`src/rtl/pool_ibuf_writer.sv`:
```
// Streams pixels into a pooling input buffer and pulses o_func_start each time a
// complete kernel_dim x kernel_dim window has been written; stalls on downstream busy.
module pool_ibuf_writer #(
    parameter int input_channels = 16,
    parameter int img_width      = 8,
    parameter int kernel_dim     = 2,
    parameter int datatype_size  = 2
) (
    input  logic                                      clk,
    input  logic                                      rst,
    input  logic                                      i_start,
    input  logic                                      i_data_valid,
    input  logic [datatype_size*input_channels-1:0]   i_data,
    output logic                                      o_ready,
    output logic [input_channels-1:0]                 o_ibuf_we,
    output logic [datatype_size*input_channels-1:0]   o_ibuf_wr_data,
    output logic                                      o_func_start,
    input  logic                                      i_next_busy,
    output logic                                      o_frame_done
);

    localparam int CW   = $clog2(img_width);
    localparam int LAST = img_width - 1;
    // Last column/row index that still closes a full window; trailing pixels never do.
    localparam int LIM  = img_width - img_width % kernel_dim - 1;

    typedef enum logic [2:0] {IDLE, STREAM, FUNC, WAIT, DONE} state_t;

    state_t        state, state_nx;
    logic [CW-1:0] col, row;
    logic          pend_win;
    logic          last_seen;
    logic          accept;
    logic          win_px;
    logic          last_px;

    always_comb begin
        win_px  = ((int'(col) + 1) % kernel_dim == 0) && ((int'(row) + 1) % kernel_dim == 0)
               && (int'(col) <= LIM) && (int'(row) <= LIM);
        last_px = (col == CW'(LAST)) && (row == CW'(LAST));
        accept  = o_ready && i_data_valid;
    end

    // NOTE: sequential state uses non-blocking assignments so every register samples pre-edge values.
    always_ff @(posedge clk) begin
        if (rst) begin
            col       <= '0;
            row       <= '0;
            pend_win  <= 1'b0;
            last_seen <= 1'b0;
        end else if (i_start) begin
            col       <= '0;
            row       <= '0;
            pend_win  <= 1'b0;
            last_seen <= 1'b0;
        end else begin
            pend_win <= accept && win_px;
            if (accept) begin
                last_seen <= last_seen || last_px;
                if (col == CW'(LAST)) begin
                    col <= '0;
                    row <= (row == CW'(LAST)) ? '0 : row + CW'(1);
                end else begin
                    col <= col + CW'(1);
                end
            end
        end
    end

    always_ff @(posedge clk) begin
        if (rst) begin
            o_ibuf_we      <= '0;
            o_ibuf_wr_data <= '0;
        end else begin
            o_ibuf_we <= {input_channels{accept}};
            if (accept) o_ibuf_wr_data <= i_data;
        end
    end

    always_ff @(posedge clk) begin
        if (rst)          state <= IDLE;
        else if (i_start) state <= STREAM;
        else              state <= state_nx;
    end

    // NOTE: every path assigns state_nx (default first) so no latch is inferred.
    always_comb begin
        state_nx = state;
        case (state)
            IDLE:   state_nx = IDLE;
            STREAM: begin
                if (pend_win)       state_nx = FUNC;
                else if (last_seen) state_nx = DONE;
            end
            FUNC:   state_nx = WAIT;
            WAIT: begin
                if (!i_next_busy) state_nx = last_seen ? DONE : STREAM;
            end
            DONE:   state_nx = IDLE;
            default: state_nx = IDLE;
        endcase
    end

    always_comb begin
        o_ready      = (state == STREAM) && !rst && !i_next_busy && !pend_win && !last_seen;
        o_func_start = (state == FUNC) && !rst;
        o_frame_done = (state == DONE) && !rst;
    end

endmodule

```
`config.mk`:
```
export PLATFORM = sky130hd
export DESIGN_NAME = pool_ibuf_writer
export DESIGN_NICKNAME = d
export VERILOG_FILES = /design/src/rtl/pool_ibuf_writer.sv
export SDC_FILE = /design/constraint.sdc
export NUM_CORES = 1
export LEC_CHECK = 0
export CAP_MARGIN = 25
export CORE_ASPECT_RATIO = 0.5
export CORE_UTILIZATION = 38
export CTS_BUF_LIST = sky130_fd_sc_hd__clkbuf_4 sky130_fd_sc_hd__clkbuf_8
export CTS_CLUSTER_SIZE = 40
export DETAILED_ROUTE_END_ITERATION = 8
export PLACE_DENSITY = 0.84
export SYNTH_ARGS = -nofsm -noshare
export SYNTH_HDL_FRONTEND = slang
export SYNTH_SLANG_ARGS = --single-unit
```
`constraint.sdc`:
```
create_clock -name clk -period 1.75 [get_ports clk]
set_clock_uncertainty 0.05 [all_clocks]
set_input_delay 0.2625 -clock clk [delete_from_list [all_inputs] [get_ports clk]]
set_output_delay 0.2625 -clock clk [all_outputs]
set_load 0.02 [all_outputs]
```
==> metrics.yaml, run 1 <==
status: "finished, violations left"
violations: "setup timing"
swShare: 0.2560
p_int_mw: 1.517
die_area_um2: 5292
ant_nets: 0
synth_simple_gate_area_share: 0.1650
avgSynthCellArea_um2: 8.351
ios: 88
root_buffer: "clkbuf_8"
power.leakage_nw: 1.281
fin_crit_ps: 1827
place_area_um2: 2814
drt-total-wl_um: 6710
p_seq_frac: 0.504
synth.distinct_cells: 28
yosys_warnings: 0
htreeDepth: 2
ys_ff_latch: 44
num_rows: 17
syn_to_final_growth_pct: 66.20
grt_pass1_vias: 1983
r2r_setup_slack_ps: -80
synth_fa_ha_area_frac: 0.02640
track_usage: 0.2258
muxShareOfSynthArea: 0.005941
grt_pass1_wl_um: 9101
tritoncts: "yes"
clkTransAtPathRegs_ps: 80
hold_viol: 0
worstPathCellList: "or4_4 > buf_4 > buf_12 > or4_4 > a21oi_2"
pre_cts_ws_ps: -633.8
crit_arrival_ps: 2010
gp_congestion: 0.7712
comb_power_share: 0.164
power_frac_clock: 0.332
r2r_cells: 5
worstHoldPathCells: 2
ys_seq_area_frac: 0.4647
setup_slack_ps: -77.43
crit_path_end_kind: "register"
firstDrtPassIters: 4
rsz0062_at_grt: "true"
tightest_slew_ps: 299.3
vias: 2103
mostFrequentLayoutCell: "clkdlybuf4s50_1"
die_h_um: 51.94
worst-setup-path-type: "register to register"
cpPeakStageDelay_ps: 550
n_fill_cell: 327
syn_nets: 268
power_switching_mw: 0.5222
cp_common_cell: "or4_4"
vias_per_cell: 5.638
drv_slew: 0
cp_slowest_cell: "or4_4"
ir_worst_vdd_v: 0.0003672
syn-instance-count: 227
fin_area_um2: 3151
grt_max_degree: 38
antenna_found_initial: 0
post-route-drc-count: 0
post_synth_xor_area_fraction: 0
pwr_density_cell_nw_per_um2: 647.4
crit_path_start_kind: "register"
clk_latency_ps: 290
antenna-diode-count: 0
die_w_um: 101.9
fmax_mhz: 547.2
clkSinkCount: 44
cap_violations: 0
cts_buffer_depth: 2
layout-drive-gt1-share: 0.2280
postCtsHoldBufs: 0
timing.final.crit_share: 1.044
path_max_fanout: 3
grt_overflow: 0
slew_headroom: 0.7977
portBuffers: 87
avgRoutedWirePerCell_um: 17.99
fin_tns_setup_ps: -329.7
synth_top_family_by_area: "compound AO/OA/AOI/OAI gates"
synth_compound_gate_area_share: 0.2271
numCtsBuffers: 5
final_cell_mix: "70 x clkdlybuf4s50_1, 40 x dfxtp_1, 37 x a21oi_1"
required_ps: 1930
setup_violations: 7
netlist_area_um2: 1896
place_hpwl_um: 3710
layout.nets: 347
start_util: 0.4126
finish.utilization: 0.6857
core_um2: 4594
hp-class: "register to register"
dr.first_iter.drc_count: 200
## worst paths after layout
kind,start,to
setup reg to reg,last_seen$_SDFFE_PP0P_,col[0]$_SDFFE_PP0P_
setup / recovery,last_seen$_SDFFE_PP0P_,col[0]$_SDFFE_PP0P_
hold reg to reg,o_ibuf_wr_data[20]$_SDFFE_PP0P_,o_ibuf_wr_data[20]$_SDFFE_PP0P_
hold / removal,o_ibuf_wr_data[20]$_SDFFE_PP0P_,o_ibuf_wr_data[20]$_SDFFE_PP0P_
## critical path: cells and delay by family, from the launching register on
family / cells / cell delay [ps]
buffers and inverters: 2 / 300
DFF: 1 / 330
AOI/OAI and AO/OA: 1 / 130
and+or+nand+nor: 2 / 960
## stage by stage
stage	std cells	hold WS, ps	power [mW]
after detailed placement	360	421.8	1.324
after floorplan	227	360.2	1.172
after global placement	360	401.0	1.317
after CTS	373	437.0	2.010
final	373	417.4	2.040
after global routing	373	448.7	2.108
## power groups by stage
stage	registers [mW]	logic, mW	clock network (mW)
floorplan	1.06	0.109	0
global placement	1.05	0.269	0
detailed placement	1.05	0.276	0
CTS	1.03	0.312	0.673
global route	1.03	0.352	0.726
finish	1.03	0.334	0.677
## cell usage after synthesis
| library cell | n | area [um^2] |
|---|---|---|
| a21o_1 | 1 | 7.510 |
| nor2_1 | 3 | 11.26 |
| a21oi_1 | 38 | 190.2 |
| a41oi_1 | 1 | 8.760 |
| nor4_1 | 4 | 25.02 |
| or4_1 | 2 | 15.01 |
| ha_1 | 4 | 50.05 |
| or2_2 | 1 | 6.260 |
| or4bb_1 | 1 | 11.26 |
| nor2b_1 | 2 | 12.51 |
| nor4b_1 | 2 | 17.52 |
| o31ai_1 | 3 | 22.52 |
| nand3_1 | 34 | 170.2 |
| clkbuf_1 | 19 | 71.32 |
| nand2_1 | 2 | 7.510 |
| o21bai_1 | 1 | 7.510 |
| nand4_1 | 3 | 18.77 |
| nor4bb_1 | 1 | 10.01 |
| inv_1 | 3 | 11.26 |
| o21ai_1 | 3 | 15.01 |
| a31oi_1 | 1 | 6.260 |
| mux2_2 | 1 | 11.26 |
| buf_4 | 15 | 112.6 |
| nand3b_1 | 1 | 7.510 |
| o21ai_0 | 33 | 165.2 |
| buf_2 | 3 | 15.01 |
| a211oi_1 | 1 | 7.510 |
| dfxtp_1 | 44 | 880.8 |
## logic make-up after synthesis
kind of cell | Yosys count
AO/OA/AOI/OAI | 82
AND/OR/NAND/NOR | 56
flip-flops | 44
buffers and inverters | 40
adder cells (fa/ha/maj) | 4
multiplexers | 1
## sequential cells by signal (all words and copies together) (netlist names)
name / count
o_ibuf_we: 1
col: 3
o_ibuf_wr_data: 32
state: 3
last_seen: 1
pend_win: 1
row: 3
## layout make-up
| type | count | area [um^2] | share of cell area |
|---|---|---|---|
| inverters | 3 | 11.26 | 0.003574 |
| flip-flops and latches | 44 | 888.4 | 0.2820 |
| clock inverters | 1 | 7.507 | 0.002383 |
| repair buffers | 109 | 1104 | 0.3503 |
| multi-input cells | 143 | 967.2 | 0.3070 |
| clock buffers | 7 | 90.09 | 0.02859 |
| well taps | 66 | 82.58 | 0.02621 |
## per-layer routing
metal / routed length, um / track usage / share of wire
met3: 586 / 0.04704 / 0.087
met2: 3361 / 0.4200 / 0.50
met1: 2591 / 0.2652 / 0.39
met4: 171 / 0.06667 / 0.025
met5: 0 / 0 / 0
## what timing repair did
item                       4_1_cts  5_1_grt
setup buffers                    3        2
pin swaps                        2        6
gates cloned                     2        0
setup endpoints to repair       30       55
gates resized for setup         47       56
Note: power is estimated with default switching activity, not from simulation.
==> inputs of run 2 (changes only) <==
Settings changed: CORE_UTILIZATION 38 to 46, PLACE_DENSITY 0.84 to 0.94, SKIP_LAST_GASP set to 1.
Clock period 1.75 ns to 2.3 ns, I/O delays scaled along.
==> run 2 against run 1 <==
The run now ends clean. Count of clock-buffer cells in the layout decreased by 2. Worst hold slack improved by 12 ps. Die area shrank 17%. Largest power group unchanged.
==> metrics.yaml, run 2 (synthesized netlist as in run 1, its figures left out) <==
holdWs_ps: 429.5  # was 417.4 ps
root_buffer: "clkbuf_8"  # unchanged
cts_setup_buffers: 0  # was 3
clk_latency_ps: 290  # about the same
worst-setup-path-type: "input port to output pin"  # was register to register
avgRoutedWirePerCell_um: 16.30  # was 17.99 um
crit_path_end_kind: "output pin"  # was register
track_usage: 0.2456  # was 0.2258
cp_slowest_cell: "or4_1"  # was or4_4
hp-class: "register to register"  # unchanged
final_cell_mix: "84 x clkdlybuf4s50_1, 44 x dfxtp_1, 38 x a21oi_1"  # was 70 x clkdlybuf4s50_1, 40 x dfxtp_1, 37 x a21oi_1
grt_max_degree: 42  # was 38
antenna-diode-count: 0  # unchanged
status: "completed"  # was finished, violations left
start_util: 0.4831  # was 0.4126
layout.nets: 334  # was 347
antenna_found_initial: 0  # unchanged
p_total_mw: 1.668  # was 2.040 mW
firstDrtPassIters: 4  # unchanged
grt_pass1_wl_um: 8079  # was 9101 um
htreeDepth: 2  # unchanged
tightest_slew_ps: 413.0  # was 299.3 ps
portBuffers: 87  # unchanged
critical_path.top_delay_family: "simple AND/OR/NAND/NOR gates"  # unchanged
rsz0062_at_grt: "false"  # was true
drt-total-wl_um: 5656  # was 6710 um
dr.first_iter.drc_count: 139  # was 200
numCtsBuffers: 5  # unchanged
setup_violations: 0  # was 7
fmax_mhz: 460.5
largest_reg_flops: 32  # unchanged
ant_nets: 0  # unchanged
crit_arrival_ps: 1780  # was 2010 ps
clkTransAtPathRegs_ps: 80  # about the same
syn_to_final_growth_pct: 50.76  # was 66.20%
hold_viol: 0  # unchanged
timing.final.crit_share: 0.9441
fin_crit_ps: 2171
cts_buffer_depth: 2  # unchanged
grt_pass1_vias: 1779  # was 1,983
num_rows: 16  # was 17
die_w_um: 92.79  # was 101.9 um
vias: 2021  # was 2,103
pwr_density_cell_nw_per_um2: 583.8  # was 647.4 nW/um^2
path_max_fanout: 2  # was 3
die_h_um: 47.39  # was 51.94 um
grt_overflow: 0  # unchanged
clkSinkCount: 44  # unchanged
vias_per_cell: 5.824  # was 5.638
drv_slew: 0  # unchanged
power.leakage_nw: 0.9745  # was 1.281 nW
cpPeakStageDelay_ps: 520  # was 550 ps
die_area_um2: 4397  # was 5292 um^2
worstPathCellList: "clkdlybuf4s50_1 > or4_1 > nor4_1 > clkbuf_2"  # was or4_4 > buf_4 > buf_12 > or4_4 > a21oi_2
ios: 88  # unchanged
core_um2: 3924  # was 4594 um^2
regMostFlops: "o_ibuf_wr_data"  # unchanged
cap_violations: 0  # unchanged
gp_congestion: 0.7041  # was 0.7712
ir_worst_vdd_v: 0.0002727  # was 0.0003672 V
path_buf_inv: 2  # unchanged
place_inst: 340  # was 360
place_hpwl_um: 3504  # was 3710 um
finish.utilization: 0.7283  # was 0.6857
mostFrequentLayoutCell: "clkdlybuf4s50_1"  # unchanged
instances_no_fill: 347  # was 373
slew_headroom: 0.7243  # was 0.7977
layout-drive-gt1-share: 0.07167  # was 0.2280
required_ps: 1900  # was 1930 ps
post-route-drc-count: 0  # unchanged
crit_path_start_kind: "input port"  # was register
tritoncts: "yes"  # unchanged
-- run 2: cell count changes in the layout (fill, tap and decap cells not counted), moves of 3 or more --
cell / before / now
o31ai_2: 3 / 0
o31ai_1: 0 / 3
buf_6: 4 / 0
dfxtp_2: 3 / 0
buf_4: 17 / 8
o21ai_2: 18 / 0
o21ai_1: 15 / 3
dfxtp_1: 40 / 44
clkdlybuf4s50_1: 70 / 84
o21ai_0: 1 / 33
dlymetal6s2s_1: 12 / 0
-- run 2: report_power, final --
group / total, mW / internal, mW / switching, mW
Sequential: 0.781 / 0.772 / 0.00870
Clock: 0.680 / 0.427 / 0.252
Combinational: 0.208 / 0.104 / 0.104
-- run 2: layout make-up --
cell class,count,area [um^2]
clock inverter,2,60.06
multi-input combinational,143,825.8
sequential,44,880.8
tap,54,67.56
clock buffer,5,68.82
inverter,3,11.26
timing repair buffer,96,943.4
fill,276,1066
-- run 2: repair_timing --
action / in CTS / in global routing
resized for setup: 3 / 3
hold buffers: 0 / 0
endpoints found under the setup margin: 3 / 1
-- run 2: through the flow --
stage | setup WS, ps | TNS (ps) | instance area, um^2
floorplan | 111.0 | 0 | 1896
global placement | -255.1 | -322.1 | 2736
detailed placement | -305.1 | -516.4 | 2736
CTS | 14.46 | 0 | 2861
global route | 75.49 | 0 | 2858
finish | 128.7 | 0 | 2858
-- run 2: path summary, 6_finish.rpt --
path,startpoint,end,slack [ps],depth (start not counted)
hold reg to reg,o_ibuf_wr_data[27]$_SDFFE_PP0P_,o_ibuf_wr_data[27]$_SDFFE_PP0P_,430,2
setup / recovery,rst,o_ready,130,4
hold / removal,o_ibuf_wr_data[27]$_SDFFE_PP0P_,o_ibuf_wr_data[27]$_SDFFE_PP0P_,430,2
setup reg to reg,state[1]$_SDFFE_PP0P_,col[0]$_SDFFE_PP0P_,330,4
-- run 2: worst register-to-register path, stage by stage (launching register included) --
cell     delay [ps]
dfxtp_1         320
or4_1           560
buf_4           270
or4_1           530
a21oi_1         170
-- run 2: per-layer routing --
metal,up-vias,GRT usage,share of wire
met5,-,0,0
met4,0,0.1354,0.031
met3,23,0.05340,0.055
met2,92,0.4676,0.52
met1,972,0.2722,0.40
li1,934,-,-
